File: config.mk
export PLATFORM = sky130hd
export DESIGN_NAME = i2c_bus_monitor
export DESIGN_NICKNAME = d
export VERILOG_FILES = /design/src/rtl/i2c_mon_pkg.sv /design/src/rtl/i2c_sync_filter.sv /design/src/rtl/i2c_bus_monitor.sv
export SDC_FILE = /design/constraint.sdc
export NUM_CORES = 1
export LEC_CHECK = 0
export CAP_MARGIN = 0
export CORE_AREA = 2 2 60 68
export DETAILED_ROUTE_END_ITERATION = 8
export DIE_AREA = 0 0 62 70
export GPL_TIMING_DRIVEN = 0
export PLACE_DENSITY = 0.79
export SETUP_SLACK_MARGIN = 0.15
export SYNTH_ARGS = -nofsm -noshare
export SYNTH_HDL_FRONTEND = slang
export SYNTH_SLANG_ARGS = --single-unit
File: constraint.sdc
create_clock -name pclk -period 2.7 [get_ports pclk]
set_input_delay 0.81 -clock pclk [delete_from_list [all_inputs] [get_ports pclk]]
set_output_delay 0.81 -clock pclk [all_outputs]
set_load 0.02 [all_outputs]
File: src/rtl/i2c_mon_pkg.sv
// Shared types for the passive I2C bus monitor and the checker that consumes its events.
package i2c_mon_pkg;

  typedef enum logic [1:0] {
    IDLE,
    ADDR,
    DATA
  } mon_state_e;

  localparam int unsigned BIT_CNT_W = 4;

  localparam logic ACK  = 1'b0;
  localparam logic NACK = 1'b1;

  typedef struct packed {
    logic start;
    logic rstart;
    logic stop;
    logic byte_valid;
    logic bus_err;
  } mon_evt_t;

endpackage

File: src/rtl/i2c_sync_filter.sv
// Two-flop synchronizer plus stability filter for one raw bus line; idles high.
module i2c_sync_filter #(
  parameter int unsigned FILTER_LEN = 3
) (
  input  logic pclk,
  input  logic rst_n,
  input  logic line_i,
  output logic filt_o,
  output logic filt_d_o
);

  localparam int unsigned CNT_W = 4;

  logic             sync1;
  logic             sync2;
  logic [CNT_W-1:0] cnt;

  always_ff @(posedge pclk or negedge rst_n) begin
    if (!rst_n) begin
      sync1    <= 1'b1;
      sync2    <= 1'b1;
      filt_o   <= 1'b1;
      filt_d_o <= 1'b1;
      cnt      <= '0;
    end else begin
      sync1    <= line_i;
      sync2    <= sync1;
      filt_d_o <= filt_o;
      // Level only moves after FILTER_LEN consecutive disagreeing samples.
      if (sync2 != filt_o) begin
        if (cnt == CNT_W'(FILTER_LEN - 1)) begin
          filt_o <= sync2;
          cnt    <= '0;
        end else begin
          cnt <= cnt + CNT_W'(1);
        end
      end else begin
        cnt <= '0;
      end
    end
  end

endmodule

File: src/rtl/i2c_bus_monitor.sv
// Passive I2C decoder: turns filtered SCL/SDA into registered START/STOP/byte event pulses.
module i2c_bus_monitor
  import i2c_mon_pkg::*;
#(
  parameter int unsigned FILTER_LEN = 3
) (
  input  logic       pclk,
  input  logic       presetn,
  input  logic       scl_i,
  input  logic       sda_i,
  output logic       start_o,
  output logic       rstart_o,
  output logic       stop_o,
  output logic       byte_valid_o,
  output logic [7:0] byte_o,
  output logic       is_addr_o,
  output logic       rw_o,
  output logic       ack_o,
  output logic       bus_err_o,
  output logic       busy_o
);

  logic rst_meta;
  logic rst_n_s;

  always_ff @(posedge pclk or negedge presetn) begin
    if (!presetn) begin
      rst_meta <= 1'b0;
      rst_n_s  <= 1'b0;
    end else begin
      rst_meta <= 1'b1;
      rst_n_s  <= rst_meta;
    end
  end

  logic scl_f, scl_d, sda_f, sda_d;

  i2c_sync_filter #(.FILTER_LEN(FILTER_LEN)) u_scl_filt (
    .pclk     (pclk),
    .rst_n    (rst_n_s),
    .line_i   (scl_i),
    .filt_o   (scl_f),
    .filt_d_o (scl_d)
  );

  i2c_sync_filter #(.FILTER_LEN(FILTER_LEN)) u_sda_filt (
    .pclk     (pclk),
    .rst_n    (rst_n_s),
    .line_i   (sda_i),
    .filt_o   (sda_f),
    .filt_d_o (sda_d)
  );

  logic scl_hold, start_det, stop_det, scl_rise, scl_fall;

  assign scl_hold  = scl_f & scl_d;
  assign start_det = scl_hold & sda_d & ~sda_f;
  assign stop_det  = scl_hold & ~sda_d & sda_f;
  assign scl_rise  = scl_f & ~scl_d;
  assign scl_fall  = ~scl_f & scl_d;

  mon_state_e           state, state_n;
  logic [BIT_CNT_W-1:0] bit_cnt, bit_cnt_n;
  logic [7:0]           shreg, shreg_n;
  logic                 pend, pend_n;
  logic                 busy_q, busy_n;
  logic [7:0]           byte_q, byte_n;
  logic                 is_addr_q, is_addr_n;
  logic                 rw_q, rw_n;
  logic                 ack_q, ack_n;
  mon_evt_t             evt_q, evt_n;
  logic                 frame_err;

  always_ff @(posedge pclk or negedge rst_n_s) begin
    if (!rst_n_s) begin
      state     <= IDLE;
      bit_cnt   <= '0;
      shreg     <= '0;
      pend      <= 1'b0;
      busy_q    <= 1'b0;
      byte_q    <= '0;
      is_addr_q <= 1'b0;
      rw_q      <= 1'b0;
      ack_q     <= 1'b0;
      evt_q     <= '0;
    end else begin
      state     <= state_n;
      bit_cnt   <= bit_cnt_n;
      shreg     <= shreg_n;
      pend      <= pend_n;
      busy_q    <= busy_n;
      byte_q    <= byte_n;
      is_addr_q <= is_addr_n;
      rw_q      <= rw_n;
      ack_q     <= ack_n;
      evt_q     <= evt_n;
    end
  end

  // The SCL rise that sets up a STOP/rSTART is sampled like any bit; it is not a
  // completed bit, so the sample still inside the current SCL-high phase is excluded.
  assign frame_err = (state != IDLE) &&
                     (pend ? (bit_cnt >= BIT_CNT_W'(2)) : (bit_cnt != '0));

  always_comb begin
    state_n   = state;
    bit_cnt_n = bit_cnt;
    shreg_n   = shreg;
    pend_n    = pend;
    busy_n    = busy_q;
    byte_n    = byte_q;
    is_addr_n = is_addr_q;
    rw_n      = rw_q;
    ack_n     = ack_q;
    evt_n     = '0;

    if (start_det) begin
      if (state == IDLE) begin
        evt_n.start = 1'b1;
      end else begin
        evt_n.rstart  = 1'b1;
        evt_n.bus_err = frame_err;
      end
      state_n   = ADDR;
      busy_n    = 1'b1;
      bit_cnt_n = '0;
      shreg_n   = '0;
      pend_n    = 1'b0;
    end else if (stop_det) begin
      evt_n.stop    = 1'b1;
      evt_n.bus_err = frame_err;
      state_n       = IDLE;
      busy_n        = 1'b0;
      bit_cnt_n     = '0;
      shreg_n       = '0;
      pend_n        = 1'b0;
    end else begin
      if (scl_fall) begin
        pend_n = 1'b0;
      end
      if (scl_rise && (state != IDLE)) begin
        pend_n = 1'b1;
        if (bit_cnt == BIT_CNT_W'(8)) begin
          evt_n.byte_valid = 1'b1;
          byte_n    = shreg;
          ack_n     = sda_f;
          is_addr_n = (state == ADDR);
          if (state == ADDR) begin
            rw_n    = shreg[0];
            state_n = DATA;
          end
          bit_cnt_n = '0;
          shreg_n   = '0;
        end else begin
          shreg_n   = {shreg[6:0], sda_f};
          bit_cnt_n = bit_cnt + BIT_CNT_W'(1);
        end
      end
    end
  end

  assign start_o      = evt_q.start;
  assign rstart_o     = evt_q.rstart;
  assign stop_o       = evt_q.stop;
  assign byte_valid_o = evt_q.byte_valid;
  assign bus_err_o    = evt_q.bus_err;
  assign byte_o       = byte_q;
  assign is_addr_o    = is_addr_q;
  assign rw_o         = rw_q;
  assign ack_o        = ack_q;
  assign busy_o       = busy_q;

endmodule

[Yosys cells after proc, flatten, opt, wreduce, memory -nomap -nowiden]
Index checks and enable logic that the tools add are counted.
Storage, ports and cells
  register bits: 50
  bits of input ports: 4
  output and inout bits: 17
  logic and storage cells: 99
Cells by class
  add/sub/neg operators: 3
  magnitude comparators: 1
  equal/unequal tests: 6
  mux-type cells: 35
  bitwise operators: 13
  reductions and logical operators: 15
Operator list (number)
  4-bit two-way mux: 8
  8-bit two-way mux: 4
  1-bit two-way mux: 16
  2-bit two-way mux: 7
  4-bit by 1-bit adder with 4-bit output, second input constant: 3
  3-bit nonzero test: 3
  4-bit by 2-bit == test with 1-bit output, second input constant: 2
  4-bit nonzero test: 2
  1-bit AND: 7
  1-bit inverter: 6
  5-bit AND reduction: 1
  4-bit == test, second input constant: 1
  4-bit by 2-bit greater-or-equal comparator with 1-bit output, second input constant: 1
  2-bit AND reduction: 2
  4-bit AND reduction: 1
  2-bit nonzero test: 2
  3-bit AND reduction: 1
  2-bit by 1-bit == test with 1-bit output, second input constant: 1
  1-bit logical AND: 2
  2-bit zero test: 1
  1-bit inequality test: 2

[Longest topological paths before layout]
  word-level depth: 6
  mapped depth: 6
  depth with buffers taken out: 5

[Hierarchy]
A second synthesis with hierarchy kept.
Unflattened totals
  cell total of the unflattened synthesis: 155
  area total of the unflattened synthesis: 2105.8 µm²
By module, submodules not included
  i2c_bus_monitor: times used 1, cells an instance 109, area each 1480.2 µm², sequential area each 850.8 µm²
  i2c_sync_filter: times used 2, cells an instance 23, area each 312.8 µm², sequential area each 205.2 µm²

[Worst setup path after synthesis]
Ideal clock, no wire load.
  path type: register to register
  from: register bit_cnt[0]
  to: register ack_q (netlist: ack_o)
  library setup time: 0.125 ns
  arrival time: 1.547 ns
  data required time: 2.575 ns
  slack: 1.029 ns
  cell stages (with the launch flop): 7
  buffers on the path: 1
  period minus slack after synthesis: 1.671 ns
  path through: dfrtp_1 > inv_1 > ha_1 > nand3b_1 > nor3_2 > buf_6 > mux2_2
Between the ends
  cells in the longest elaborated chain, start to end: 2
Ends and longest elaborated chain
  from (decl): RTL line i2c_bus_monitor.sv:63  | logic [BIT_CNT_W-1:0] bit_cnt, bit_cnt_n;
  from (signal assigned): RTL line i2c_bus_monitor.sv:88  | bit_cnt <= bit_cnt_n;
  4-bit == test: RTL line i2c_bus_monitor.sv:143  | if (bit_cnt == BIT_CNT_W'(8)) begin
  4-bit AND reduction (no source line)
  to (signal assigned): RTL line i2c_bus_monitor.sv:95  | ack_q <= ack_n;
  to (decl): RTL line i2c_bus_monitor.sv:70  | logic ack_q, ack_n;
No other way between the ends.
A chain may end at the register's enable or synchronous reset.

[Worst setup path after layout]
  from: register byte_q[3] (netlist: byte_o[3])
  to: output port byte_o[3]
RTL lines
  from (decl): RTL line i2c_bus_monitor.sv:67  | logic [7:0] byte_q, byte_n;
  from (signal assigned): RTL line i2c_bus_monitor.sv:92  | byte_q <= byte_n;
  to (decl): RTL line i2c_bus_monitor.sv:15  | output logic [7:0] byte_o,
No word-level cell between the ends.

==> results.rst <==
.. list-table::
   :header-rows: 1

   * - Metric
     - Value
   * - Status
     - finished, final reports clean
   * - Worst Tran Pin Value
     - 0.504 ns
   * - Routed length per instance
     - 14.3 µm
   * - Post-detail-place hpwl
     - 2.46 mm
   * - Data arrival time at the worst-slack endpoint
     - 1.28 ns
   * - CTS resizes
     - 0
   * - Detail Route Antenna Nets
     - 0
   * - Data required time at the worst endpoint
     - 1.89 ns
   * - Most frequent cells in the layout
     - sky130_fd_sc_hd__dfrtp_1 (41), sky130_fd_sc_hd__clkdlybuf4s50_1 (20), sky130_fd_sc_hd__nor2_1 (15)
   * - Minimum setup slack after placement
     - 0.782 ns
   * - Post-synth design cell area
     - 2070 µm²
   * - Kind of cell with the highest combined delay on the critical path
     - buffers and inverters
   * - Synth Net Count
     - 169
   * - Post-CTS repair timing setup buffer count
     - 0
   * - Total negative setup slack
     - 0 ns
   * - Wire length of the first global-routing pass
     - 6.06 mm
   * - Final count of hold timing violations
     - 0
   * - Unique masters post-synth
     - 45
   * - # diodes
     - 0
   * - Cell chosen for the clock root
     - sky130_fd_sc_hd__clkbuf_8
   * - Number of global-route vias before repair
     - 1384
   * - I/O pin cnt
     - 21
   * - Mean cell area of the mapped netlist
     - 12.9 µm²
   * - Die extent in x
     - 62 µm
   * - Overall die area
     - 4340 µm²
   * - Floorplan row count
     - 24
   * - Minimum clock period after layout
     - 2.09 ns
   * - Biggest fanout along the worst timing path
     - 2
   * - Worst setup margin
     - 0.608 ns
   * - Post-CTS Hold Fix Bufs
     - 0
   * - IO buf count
     - 20
   * - Detailed-routing iteration count for the pre-antenna-repair pass
     - 4
   * - Source-to-sink clock delay at the later pin of the worst-skew pair
     - 0.30 ns
   * - Fraction of post-synthesis cell area in the top cell type by area
     - 50.9%
   * - Die outline height
     - 70 µm
   * - Number of flops mapped to enable cells by yosys
     - 0
   * - Antenna violations before repair
     - 0
   * - Clock slew at the register clock pins of the worst setup and hold paths
     - 0.09 ns
   * - Slew Viols, Final
     - 0
   * - Buffers from clock root to sink, at most
     - 2
   * - Number of levels the H-tree was split into
     - 2
   * - Number of cells produced by synthesis
     - 160
   * - Crit start category
     - register
   * - Signed area change from the synthesized netlist to the final layout
     - 20.8%
   * - Post-synth ARST share
     - 100%
   * - Post-DR vias/cell
     - 5.39
   * - Critical Path End Type
     - output pin
   * - Dominant synthesized flop cell
     - sky130_fd_sc_hd__dfrtp_1
   * - Worst hold slack across all endpoints
     - 0.233 ns
   * - Library cell with the largest summed area after synthesis
     - sky130_fd_sc_hd__dfrtp_1
   * - Biggest cell delay along the critical path
     - 0.62 ns
   * - Final-report setup violation count
     - 0
   * - YS warnings
     - 0
   * - Combined buffer and inverter count along the critical path
     - 1
   * - Type of the tightest min-delay check
     - register to asynchronous set/reset pin
   * - Total Routing Usage GR
     - 18.7%
   * - Number of clock buffers inserted by TritonCTS
     - 5
   * - Pwr dens
     - 964 nW/µm²
   * - Total number of nets in the final design
     - 197
   * - Peak clock frequency supported by timing
     - 0.478 GHz
   * - Highest-delay cell along the critical path
     - sky130_fd_sc_hd__clkdlybuf4s50_1
   * - Maximum vdd drop
     - 0.582 mV
   * - Fraction of layout instances using a drive strength above 1
     - 21.7%
   * - Post-synthesis register bit count
     - 50
   * - Drt initial violations
     - 82
   * - Top post-synthesis cells by area
     - sky130_fd_sc_hd__dfrtp_1 (51%), sky130_fd_sc_hd__dfstp_2 (10%), sky130_fd_sc_hd__mux2_2 (6.5%)
   * - Final estimated routing congestion in global placement
     - 0.813
   * - Slew headroom
     - 66.4%
   * - Via count
     - 1300
   * - Leak Pwr
     - 1.14 nW
   * - Area used by multi-input combinational logic
     - 738 µm²
   * - Register area
     - 1260 µm²
   * - Total global routing overflow
     - 0
   * - Maximum number of pins on one net before global-route repair
     - 27
   * - # DRC
     - 0
   * - Core ar.
     - 3750 µm²
   * - # clock sinks
     - 50
   * - Critical path class
     - register to output pin
   * - Total routed wirelength
     - 3.45 mm
   * - Initial core utilization
     - 55.0%
   * - Filler Cells Inserted
     - 289
   * - Clock Skew
     - 0.00986 ns
   * - Part of the Yosys area used for sequential elements
     - 61.1%
   * - Clock tree from TritonCTS
     - done
   * - Critical path, cell by cell
     - clkdlybuf4s50_1
   * - Share of the clock period used by the worst path after layout
     - 77.5%
   * - Unrepaired setup endpoints after global routing
     - false
   * - Most frequent standard cell in the layout excluding fill and tap cells
     - sky130_fd_sc_hd__dfrtp_1
   * - Max-cap violations
     - 0
==> registers in the layout, summed over array words and instances (netlist names), 2 cells and up <==
register and count:
byte_o 8, shreg 8, bit_cnt 4, u_scl_filt.cnt 4, u_sda_filt.cnt 4, state 2
==> per-stage QoR <==
stage / power [mW] / util, % / area, µm² / std cells
after floorplan: 1.59 / - / 2070 / 160
after global placement: 1.74 / 62.1 / 2330 / 232
after detailed placement: 1.79 / 62.7 / 2350 / 233
after CTS: 2.43 / 66.5 / 2490 / 241
after global routing: 2.56 / 66.5 / 2490 / 241
final: 2.41 / 66.5 / 2490 / 241
==> metal layers <==
metal / GRT usage [%] / share of wire, % / up-vias
li1: - / - / 610
met4: 4.96 / 0.55 / 0
met1: 22.2 / 41 / 662
met5: 0 / 0 / -
met3: 5.56 / 3.2 / 4
met2: 31.9 / 55 / 24
==> kinds of logic after synthesis <==
family	Yosys count	synth area share, %
and+or+nand+nor	45	12.8
adders and majority gates	5	3.03
buffers and inverters	12	3.21
other	1	0.182
xor gates and xnor gates	7	2.97
DFF	50	61.1
muxes	14	7.57
AOI/OAI and AO/OA	26	9.15
==> path summary, 6_finish.rpt <==
check                                        from                            end  slack, ns  cells past startpoint
setup / recovery            byte_o[3]$_DFFE_PN0P_                      byte_o[3]       0.61                      1
hold / removal                  rst_n_s$_DFF_PN0_           shreg[0]$_DFFE_PN0P_       0.23                      0
setup reg to reg           bit_cnt[0]$_DFFE_PN0P_          byte_o[0]$_DFFE_PN0P_       0.77                      6
hold reg to reg                 rst_n_s$_DFF_PN0_           shreg[0]$_DFFE_PN0P_       0.23                      0
max in group asynchronous       rst_n_s$_DFF_PN0_  u_scl_filt.filt_o$_DFFE_PN1P_       1.88                      1
min in group pclk              rst_meta$_DFF_PN0_              rst_n_s$_DFF_PN0_       0.35                      0
==> final cells by class <==
cell class | count | share of cell area [%]
Sequential cell | 50 | 50.6
Timing Repair Buffer | 21 | 8.83
Tap cell | 52 | 2.61
Multi-Input combinational cell | 98 | 29.6
Inverter | 6 | 0.903
Buffer | 6 | 1.76
Clock inverter | 2 | 2.41
Clock buffer | 6 | 3.31
==> synth_stat cells, drive strengths merged, types with 2 or more instances <==
cell type,count
dfrtp,42
nor2,16
mux2,13
dfstp,8
a22o,7
nand2,7
inv,6
a21oi,5
buf,5
ha,5
xnor2,4
nand2b,3
nand3,3
nor3,3
o31ai,3
xor2,3
a21o,2
a31oi,2
nand4b,2
nor2b,2
nor4,2
o21ai,2
==> report_power, final <==
group,switching (mW),total (mW),internal [mW],leakage (nW)
clock network,0.232,0.626,0.395,0.0714
registers,0.143,1.07,0.924,0.651
logic,0.395,0.712,0.317,0.413
total,0.770,2.41,1.64,1.14
No activity file was read; power rests on OpenSTA's default activity.
